--- src/rtl/mem_arbiter.sv ---
// mem_arbiter: two-port arbiter in front of a single-port synchronous-read
// memory. Port 0 is the CPU, port 1 a loader/debug master. Every access runs
// IDLE -> ISSUE -> RESP, so one access completes every three cycles.
module mem_arbiter #(
  parameter int DATA_WIDTH = 16,
  parameter int ADDR_WIDTH = 16,
  parameter bit FIXED_PRIO = 1'b0
) (
  input  logic                  CLK,
  input  logic                  RST,
  // port 0 (CPU)
  input  logic                  m0_req,
  input  logic                  m0_we,
  input  logic [ADDR_WIDTH-1:0] m0_addr,
  input  logic [DATA_WIDTH-1:0] m0_wdata,
  output logic                  m0_ack,
  output logic [DATA_WIDTH-1:0] m0_rdata,
  // port 1 (loader / debug)
  input  logic                  m1_req,
  input  logic                  m1_we,
  input  logic [ADDR_WIDTH-1:0] m1_addr,
  input  logic [DATA_WIDTH-1:0] m1_wdata,
  input  logic                  m1_lock,
  output logic                  m1_ack,
  output logic [DATA_WIDTH-1:0] m1_rdata,
  // memory side
  output logic [ADDR_WIDTH-1:0] mem_addr,
  output logic                  mem_we,
  output logic [DATA_WIDTH-1:0] mem_wdata,
  input  logic [DATA_WIDTH-1:0] mem_rdata,
  // status
  output logic                  busy,
  output logic                  owner
);

  typedef enum logic [1:0] {
    IDLE  = 2'd0,
    ISSUE = 2'd1,
    RESP  = 2'd2
  } state_t;

  state_t                  state_q, state_d;
  logic                    last_grant_q, last_grant_d;
  logic                    op_we_q, op_we_d;
  logic [ADDR_WIDTH-1:0]   mem_addr_q, mem_addr_d;
  logic                    mem_we_q, mem_we_d;
  logic [DATA_WIDTH-1:0]   mem_wdata_q, mem_wdata_d;

  // Per-port request views, indexed by port number so the winner can be
  // selected with a single index instead of duplicated muxes.
  logic [1:0]              req_vec;
  logic [1:0]              we_vec;
  logic [ADDR_WIDTH-1:0]   addr_vec  [2];
  logic [DATA_WIDTH-1:0]   wdata_vec [2];
  logic [1:0]              ack_vec;
  logic [DATA_WIDTH-1:0]   rdata_vec [2];

  logic                    any_req;
  logic                    grant_sel;

  assign req_vec   = {m1_req, m0_req};
  assign we_vec    = {m1_we, m0_we};
  assign addr_vec[0]  = m0_addr;
  assign addr_vec[1]  = m1_addr;
  assign wdata_vec[0] = m0_wdata;
  assign wdata_vec[1] = m1_wdata;
  assign any_req   = |req_vec;

  // Winner for the next grant; only meaningful while any_req is high.
  always_comb begin
    grant_sel = 1'b0;
    unique case (req_vec)
      2'b01: grant_sel = 1'b0;
      2'b10: grant_sel = 1'b1;
      2'b11: begin
        if (m1_lock && last_grant_q) begin
          // port 1 holds an active burst lock: it keeps the memory
          grant_sel = 1'b1;
        end else if (FIXED_PRIO) begin
          grant_sel = 1'b1;
        end else begin
          // round-robin: whoever did not go last wins the tie
          grant_sel = ~last_grant_q;
        end
      end
      default: grant_sel = 1'b0;
    endcase
  end

  // State and datapath registers, cleared asynchronously so an abort drops
  // the write strobe immediately.
  always_ff @(posedge CLK or posedge RST) begin
    if (RST) begin
      state_q      <= IDLE;
      last_grant_q <= 1'b1;
      op_we_q      <= 1'b0;
      mem_addr_q   <= '0;
      mem_we_q     <= 1'b0;
      mem_wdata_q  <= '0;
    end else begin
      state_q      <= state_d;
      last_grant_q <= last_grant_d;
      op_we_q      <= op_we_d;
      mem_addr_q   <= mem_addr_d;
      mem_we_q     <= mem_we_d;
      mem_wdata_q  <= mem_wdata_d;
    end
  end

  // Next-state logic: grant in IDLE, strobe memory in ISSUE, answer in RESP.
  always_comb begin
    state_d      = state_q;
    last_grant_d = last_grant_q;
    op_we_d      = op_we_q;
    mem_addr_d   = mem_addr_q;
    mem_we_d     = 1'b0;
    mem_wdata_d  = mem_wdata_q;
    unique case (state_q)
      IDLE: begin
        if (any_req) begin
          state_d      = ISSUE;
          last_grant_d = grant_sel;
          op_we_d      = we_vec[grant_sel];
          mem_addr_d   = addr_vec[grant_sel];
          mem_we_d     = we_vec[grant_sel];
          mem_wdata_d  = wdata_vec[grant_sel];
        end
      end
      ISSUE: begin
        // write strobe lasts exactly the ISSUE cycle
        state_d = RESP;
      end
      RESP: begin
        state_d = IDLE;
      end
      default: begin
        state_d = IDLE;
      end
    endcase
  end

  // Outputs: only the owner sees ack/rdata, and only during RESP.
  always_comb begin
    busy = (state_q != IDLE);
    for (int i = 0; i < 2; i++) begin
      ack_vec[i]   = 1'b0;
      rdata_vec[i] = '0;
    end
    if (state_q == RESP) begin
      ack_vec[last_grant_q] = 1'b1;
      if (!op_we_q) begin
        rdata_vec[last_grant_q] = mem_rdata;
      end
    end
  end

  assign m0_ack    = ack_vec[0];
  assign m1_ack    = ack_vec[1];
  assign m0_rdata  = rdata_vec[0];
  assign m1_rdata  = rdata_vec[1];
  assign mem_addr  = mem_addr_q;
  assign mem_we    = mem_we_q;
  assign mem_wdata = mem_wdata_q;
  assign owner     = last_grant_q;

endmodule

--- config.mk ---
export PLATFORM = sky130hd
export DESIGN_NAME = mem_arbiter
export DESIGN_NICKNAME = d
export VERILOG_FILES = /design/src/rtl/mem_arbiter.sv
export SDC_FILE = /design/constraint.sdc
export NUM_CORES = 1
export LEC_CHECK = 0
export ABC_CLOCK_PERIOD_IN_PS = 2800
export CORE_UTILIZATION = 39
export CTS_CLUSTER_DIAMETER = 40
export DETAILED_ROUTE_END_ITERATION = 10
export HOLD_SLACK_MARGIN = 0.05
export PLACE_DENSITY_LB_ADDON = 0.08
export SLEW_MARGIN = 20
export SYNTH_ARGS = -nofsm -noshare
export SYNTH_HDL_FRONTEND = slang
export SYNTH_SLANG_ARGS = --single-unit
--- constraint.sdc ---
create_clock -name CLK -period 2.8 [get_ports CLK]
set_input_delay 0.42 -clock CLK [delete_from_list [all_inputs] [get_ports CLK]]
set_output_delay 0.42 -clock CLK [all_outputs]
set_load 0.01 [all_outputs]
* Word-level counts from Yosys, hierarchy flattened *
Index checks and enable logic that the tools add are counted.

cells by class
  equal/unequal tests = 5
  bitwise logic cells = 4
  mux-type cells = 21
  reductions and logical operators = 7
  $lt $le $gt $ge = 6

operators with widths
  kind                                                                   number
  16-bit 2-to-1 mux                                                      7
  32-bit 2-to-1 mux                                                      2
  32-bit AND                                                             1
  16-bit demux with 1-bit select                                         1
  2-bit == test (second input constant)                                  3
  1-bit 2-to-1 mux                                                       6
  2-bit >= comparator (second input constant)                            2
  1-bit by 2-bit < comparator with 1-bit output (second input constant)  2
  2-bit 2-to-1 mux                                                       2
  1-bit NOT with 2-bit output                                            2
  2-bit one-hot mux with 2 select lines                                  1
  1-bit logical AND                                                      3
  2-bit by 1-bit == test with 1-bit output (second input constant)       1
  2-bit zero test                                                        1
  2-bit by 1-bit < comparator with 1-bit output (second input constant)  1
  2-bit != test (second input constant)                                  1
  1-bit one-hot mux with 2 select lines                                  1
  2-bit AND reduction                                                    1
  2-bit nonzero test                                                     1
  2-bit OR reduction                                                     1
  1-bit demux with 1-bit select                                          1
  1-bit >= comparator (second input constant)                            1
  1-bit NOT                                                              1

word-level totals
  output and inout bits = 69
  input port bits = 87
  bits in registers = 37
  logic and storage cells = 49

* Depth between registers and ports, before layout *
  depth after elaboration = 8
  gate-level depth with buffers = 7
  depth with buffers taken out = 4

* Worst setup path after synthesis *
OpenSTA, ideal clock, no wires.

  path type = register to output
  from = register last_grant_q, in the netlist owner
  to = output port m0_rdata[8]
  path buffers = 2
  cell stages (with the launch flop) = 5
  arrival = 1208 ps
  setup slack = 1172 ps
  required time = 2380 ps
  cells stage by stage = dfstp_2 -> or3b_1 -> buf_2 -> buf_6 -> nor2_1

between the ends
  longest elaborated chain between the ends = 8
  elaborated cells on any way between the ends = 9
  classes of those cells = order compare (2); mux (4); bitwise (2); reduce/logical (1)

ends and longest elaborated chain
  element                                                                                                     line  RTL
  from (decl)                                                                                                 43    logic last_grant_q, last_grant_d;
  from (signal assigned)                                                                                      102   last_grant_q <= last_grant_d;
  1-bit NOT with 2-bit output (not written as such) *                                                         152   rdata_vec[last_grant_q] = mem_rdata;
  2-bit >= comparator (not written as such) or 2-bit by 1-bit < comparator with 1-bit output (tied branches)  152
  1-bit logical AND (not written as such)                                                                     152
  16-bit 2-to-1 mux (not written as such)                                                                     152
  16-bit demux with 1-bit select *                                                                            152
  32-bit AND (no line) *                                                                                      --
  32-bit 2-to-1 mux *                                                                                         151   if (!op_we_q) begin
  32-bit 2-to-1 mux *                                                                                         149   if (state_q == RESP) begin
  to (decl)                                                                                                   17    output logic [DATA_WIDTH-1:0] m0_rdata,

Mark *: on every way between the ends. The rest lies on a longest branch, timed or not.

* Final worst setup path *
  from = register last_grant_q, in the netlist owner
  to = output port m1_rdata[13]

between the ends
  longest elaborated chain between the ends = 8
  elaborated cells on any way between the ends = 9
  classes of those cells = order compare (2); mux (4); bitwise (2); reduce/logical (1)

ends and longest elaborated chain
  element                                                                                                     line  RTL
  1-bit NOT with 2-bit output (not written as such) *                                                         152
  2-bit >= comparator (not written as such) or 2-bit by 1-bit < comparator with 1-bit output (tied branches)  152
  1-bit logical AND (not written as such)                                                                     152
  16-bit 2-to-1 mux (not written as such)                                                                     152
  16-bit demux with 1-bit select *                                                                            152
  32-bit AND (no line) *                                                                                      --
  32-bit 2-to-1 mux *                                                                                         151
  32-bit 2-to-1 mux *                                                                                         149
  to (decl)                                                                                                   25    output logic [DATA_WIDTH-1:0] m1_rdata,

Marked as above.

==> impl_metrics.toml <==
[setup_path]
critical_path.slowest_cell = "sky130_fd_sc_hd__clkdlybuf4s50_1"
max_stage_delay_ps = 580
path_max_fanout = 17
critPathRequiredTime_ps = 2380
cp_num_buf_inv = 1
crit_path_start_kind = "flip-flop"
worst_setup_path_end_kind = "output pin"
cp_cell_sequence = "nand3b_1, nor2_1, clkdlybuf4s50_1"
worst_path_dominant_cell_family = "simple AND/OR/NAND/NOR gates"
crit_arrival_ps = 2170
timing_worst_setup_path_type = "reg -> out"

[clock_tree]
clkSlewWorstSetupHoldPaths_ps = 70
ctsResizeCount = 0
clock_path_buffers = 2
tritoncts = "built"
root_buffer = "sky130_fd_sc_hd__clkbuf_8"
htreeDepth = 2
number_of_clock_sinks = 37
clk_latency_ps = 280
postCtsSetupRepairBufs = 0
ctsHoldBuffers = 0
cts_buffer_count = 5

[power]
intPower_mw = 2.080
vdd.ir_drop.worst_uv = 453.0
power.net_switching_mw = 1.394
power.share.switching_pct = 40.14
power_per_cell_area_mw_per_mm2 = 871.5
power.clock.fraction_pct = 9.8
static-leakage-power_nw = 1.552
pwr-share-seq_pct = 28.6
power_frac_comb_pct = 61.6

[logic_synthesis]
synth.top_cells.by_area = "sky130_fd_sc_hd__dfrtp_1, sky130_fd_sc_hd__o221ai_2, sky130_fd_sc_hd__nand4_1"
synthDistinctLibCells = 26
synth_area_leader_cell = "sky130_fd_sc_hd__dfrtp_1"
synth_seq_area_share_pct = 38.82
synth_cells = 261
synth.net_count = 348
synth_top_area_share_pct = 37.72
ys_warn_count = 0
synthesis.area_per_instance_um2 = 9.151
ys_seq_elements = 37
synth.cell_area_mm2 = 0.002389

[global_route]
grt_start_max_net_pins = 40
gr-usage-all-layers_pct = 23.28
groute.layer.met3.usage_pct = 5.909
grt_util_met2_pct = 39.49
grt_antenna_before_repair = 0
first_global_vias = 2291
first_pass_grt_wire_length_um = 11450
grt.overflow.total = 0
global_route.peak_usage_layer = "met2"
use_met1_pct = 29.46

[placed_design]
port_buffers = 155
finalWeightedCongestion = 0.6933
post-place-ws_ps = 539.9
hpwl_after_detailed_placement_um = 5292

[floorplanning]
fp.dieW_um = 80.26
die_area_mm2 = 0.006442
die_h_um = 80.26
floorplan.initialDensity_pct = 40.34
io_pins = 156
core-area_mm2 = 0.005921
placementRows = 28

[cells_and_area]
drive_gt1_share_pct = 12.25
n_fill_cell = 514
finalNetCount = 488
antennaDiodeCount = 0
area_growth_pct = 66.89

[route]
totalWireLength_um = 7336
drt_pass1_iterations = 4
route.vias.total = 2480
first_iter_violations = 141
antenna_violating_nets_post_route = 0
detail_route.drc_violations = 0
detail_route.wl_per_cell_um = 15.44
post_drt_via_cell_ratio = 5.221

[timing]
worst_pin_slew_ps = 933.4
worst_slack_ps = 205.8
final_period_minus_worst_setup_slack_ps = 2594
fin_setup_tns_ps = 0
timing.final.setup_violations = 0
timing.final.hold_violations = 0
layout_worst_path_cycle_share_pct = 92.65
drv_slew = 0
clock.fmax_ghz = 0.3855
rsz0062_at_grt = "no"
fin_skew_ps = 3.293
maxSlewHeadroom_pct = 37.77

[run]
drv.max_cap_violation_count = 0

[min_path]
worstHoldPathType = "in -> async"

[run_status]
status = "finished, final reports clean"
## worst paths after layout
| check | slack, ps | startpoint | to | cells past startpoint |
|---|---|---|---|---|
| max in group asynchronous | 1690 | RST | mem_wdata[14] | 3 |
| min in group CLK | 540 | state_q[1] | state_q[1] | 1 |
| setup / recovery | 210 | owner | m1_rdata[13] | 3 |
| hold reg to reg | 540 | state_q[1] | state_q[1] | 1 |
| setup reg to reg | 990 | state_q[1] | mem_wdata[11] | 5 |
| hold / removal | 520 | RST | mem_addr[4] | 2 |
## power groups by stage
stage               logic (mW)  registers [mW]  clock network, mW
global route              2.32            1.03              0.379
global placement          2.13           0.990                  0
floorplan                 1.22            1.08                  0
finish                    2.14           0.994              0.341
CTS                       2.17           0.992              0.357
detailed placement        2.16           0.998                  0
## cell usage after synthesis
| library cell | instances |
|---|---|
| sky130_fd_sc_hd__clkbuf_1 | 9 |
| sky130_fd_sc_hd__inv_4 | 1 |
| sky130_fd_sc_hd__or2_1 | 1 |
| sky130_fd_sc_hd__a21oi_1 | 2 |
| sky130_fd_sc_hd__nand4_1 | 32 |
| sky130_fd_sc_hd__buf_2 | 11 |
| sky130_fd_sc_hd__nand2_4 | 1 |
| sky130_fd_sc_hd__inv_1 | 36 |
| sky130_fd_sc_hd__buf_1 | 2 |
| sky130_fd_sc_hd__o221ai_1 | 4 |
| sky130_fd_sc_hd__dfstp_2 | 1 |
| sky130_fd_sc_hd__nor2b_1 | 1 |
| sky130_fd_sc_hd__a22o_1 | 1 |
| sky130_fd_sc_hd__o221ai_2 | 28 |
| sky130_fd_sc_hd__dfrtp_1 | 36 |
| sky130_fd_sc_hd__a21bo_2 | 1 |
| sky130_fd_sc_hd__or3b_1 | 1 |
| sky130_fd_sc_hd__and2_1 | 1 |
| sky130_fd_sc_hd__nor2_4 | 1 |
| sky130_fd_sc_hd__a31oi_1 | 1 |
| sky130_fd_sc_hd__nand3b_1 | 1 |
| sky130_fd_sc_hd__nand3b_2 | 1 |
| sky130_fd_sc_hd__nand3_1 | 33 |
| sky130_fd_sc_hd__nor2_1 | 32 |
| sky130_fd_sc_hd__buf_6 | 7 |
| sky130_fd_sc_hd__nand2b_1 | 16 |
## logic make-up after synthesis
logic type	share of synthesized area, %
AO/OA/AOI/OAI	20.53
AND/OR/NAND/NOR	27.40
flip-flops	38.82
buffers and inverters	13.25
## layout by cell type, fill, tap and decap left out
master	instances
sky130_fd_sc_hd__clkbuf_8	5
sky130_fd_sc_hd__nand3_1	33
sky130_fd_sc_hd__nand2b_1	16
sky130_fd_sc_hd__o221ai_2	28
sky130_fd_sc_hd__clkdlybuf4s50_1	155
sky130_fd_sc_hd__o221ai_1	4
sky130_fd_sc_hd__a21bo_2	1
sky130_fd_sc_hd__a31oi_1	1
sky130_fd_sc_hd__nand2_4	1
sky130_fd_sc_hd__inv_1	35
sky130_fd_sc_hd__inv_4	1
sky130_fd_sc_hd__nor2b_1	1
sky130_fd_sc_hd__a22o_1	1
sky130_fd_sc_hd__or3b_1	1
sky130_fd_sc_hd__nand3b_2	1
sky130_fd_sc_hd__buf_4	7
sky130_fd_sc_hd__dfrtp_1	36
sky130_fd_sc_hd__dfstp_2	1
sky130_fd_sc_hd__a21oi_1	2
sky130_fd_sc_hd__nand4_1	32
sky130_fd_sc_hd__clkinv_2	1
sky130_fd_sc_hd__nor2_1	32
sky130_fd_sc_hd__nor2_4	1
sky130_fd_sc_hd__inv_2	1
sky130_fd_sc_hd__and2_2	1
sky130_fd_sc_hd__nand3b_1	1
sky130_fd_sc_hd__or2_1	1
## metrics by stage
stage / hold WS [ps] / util (%) / area (um2) / instances / power, mW
2_1_floorplan: 488.3 / - / 2389 / 261 / 2.298
3_3_place_gp: 506.2 / 66.08 / 3913 / 469 / 3.119
3_5_place_dp: 527.2 / 66.08 / 3913 / 469 / 3.160
4_1_cts: 540.2 / 67.33 / 3986 / 475 / 3.515
5_1_grt: 558.1 / 67.33 / 3986 / 475 / 3.729
6_report: 520.1 / 67.33 / 3986 / 475 / 3.474
## routing by layer
metal	routed length, um	up-vias	share of wire (%)
met5	0	-	0
met4	27	0	0.37
met3	494	2	6.7
met2	3728	90	51
met1	3085	1183	42
li1	-	1205	-
## cell type report
type / count / area, um2 / share of cell area [%]
clock buffer: 5 / 68.82 / 1.726
inverter: 37 / 141.4 / 3.547
timing repair buffer: 162 / 1604 / 40.24
sequential: 37 / 927.1 / 23.26
clock inverter: 1 / 5.005 / 0.1255
multi-input combinational: 158 / 1146 / 28.75
tap: 75 / 93.84 / 2.354
## state kept, by name (all words and copies together) (netlist names)
register	count
state_q	2
mem_addr	16
op_we_q	1
owner	1
mem_we	1
mem_wdata	16
Power figures use the tool's default switching activity.
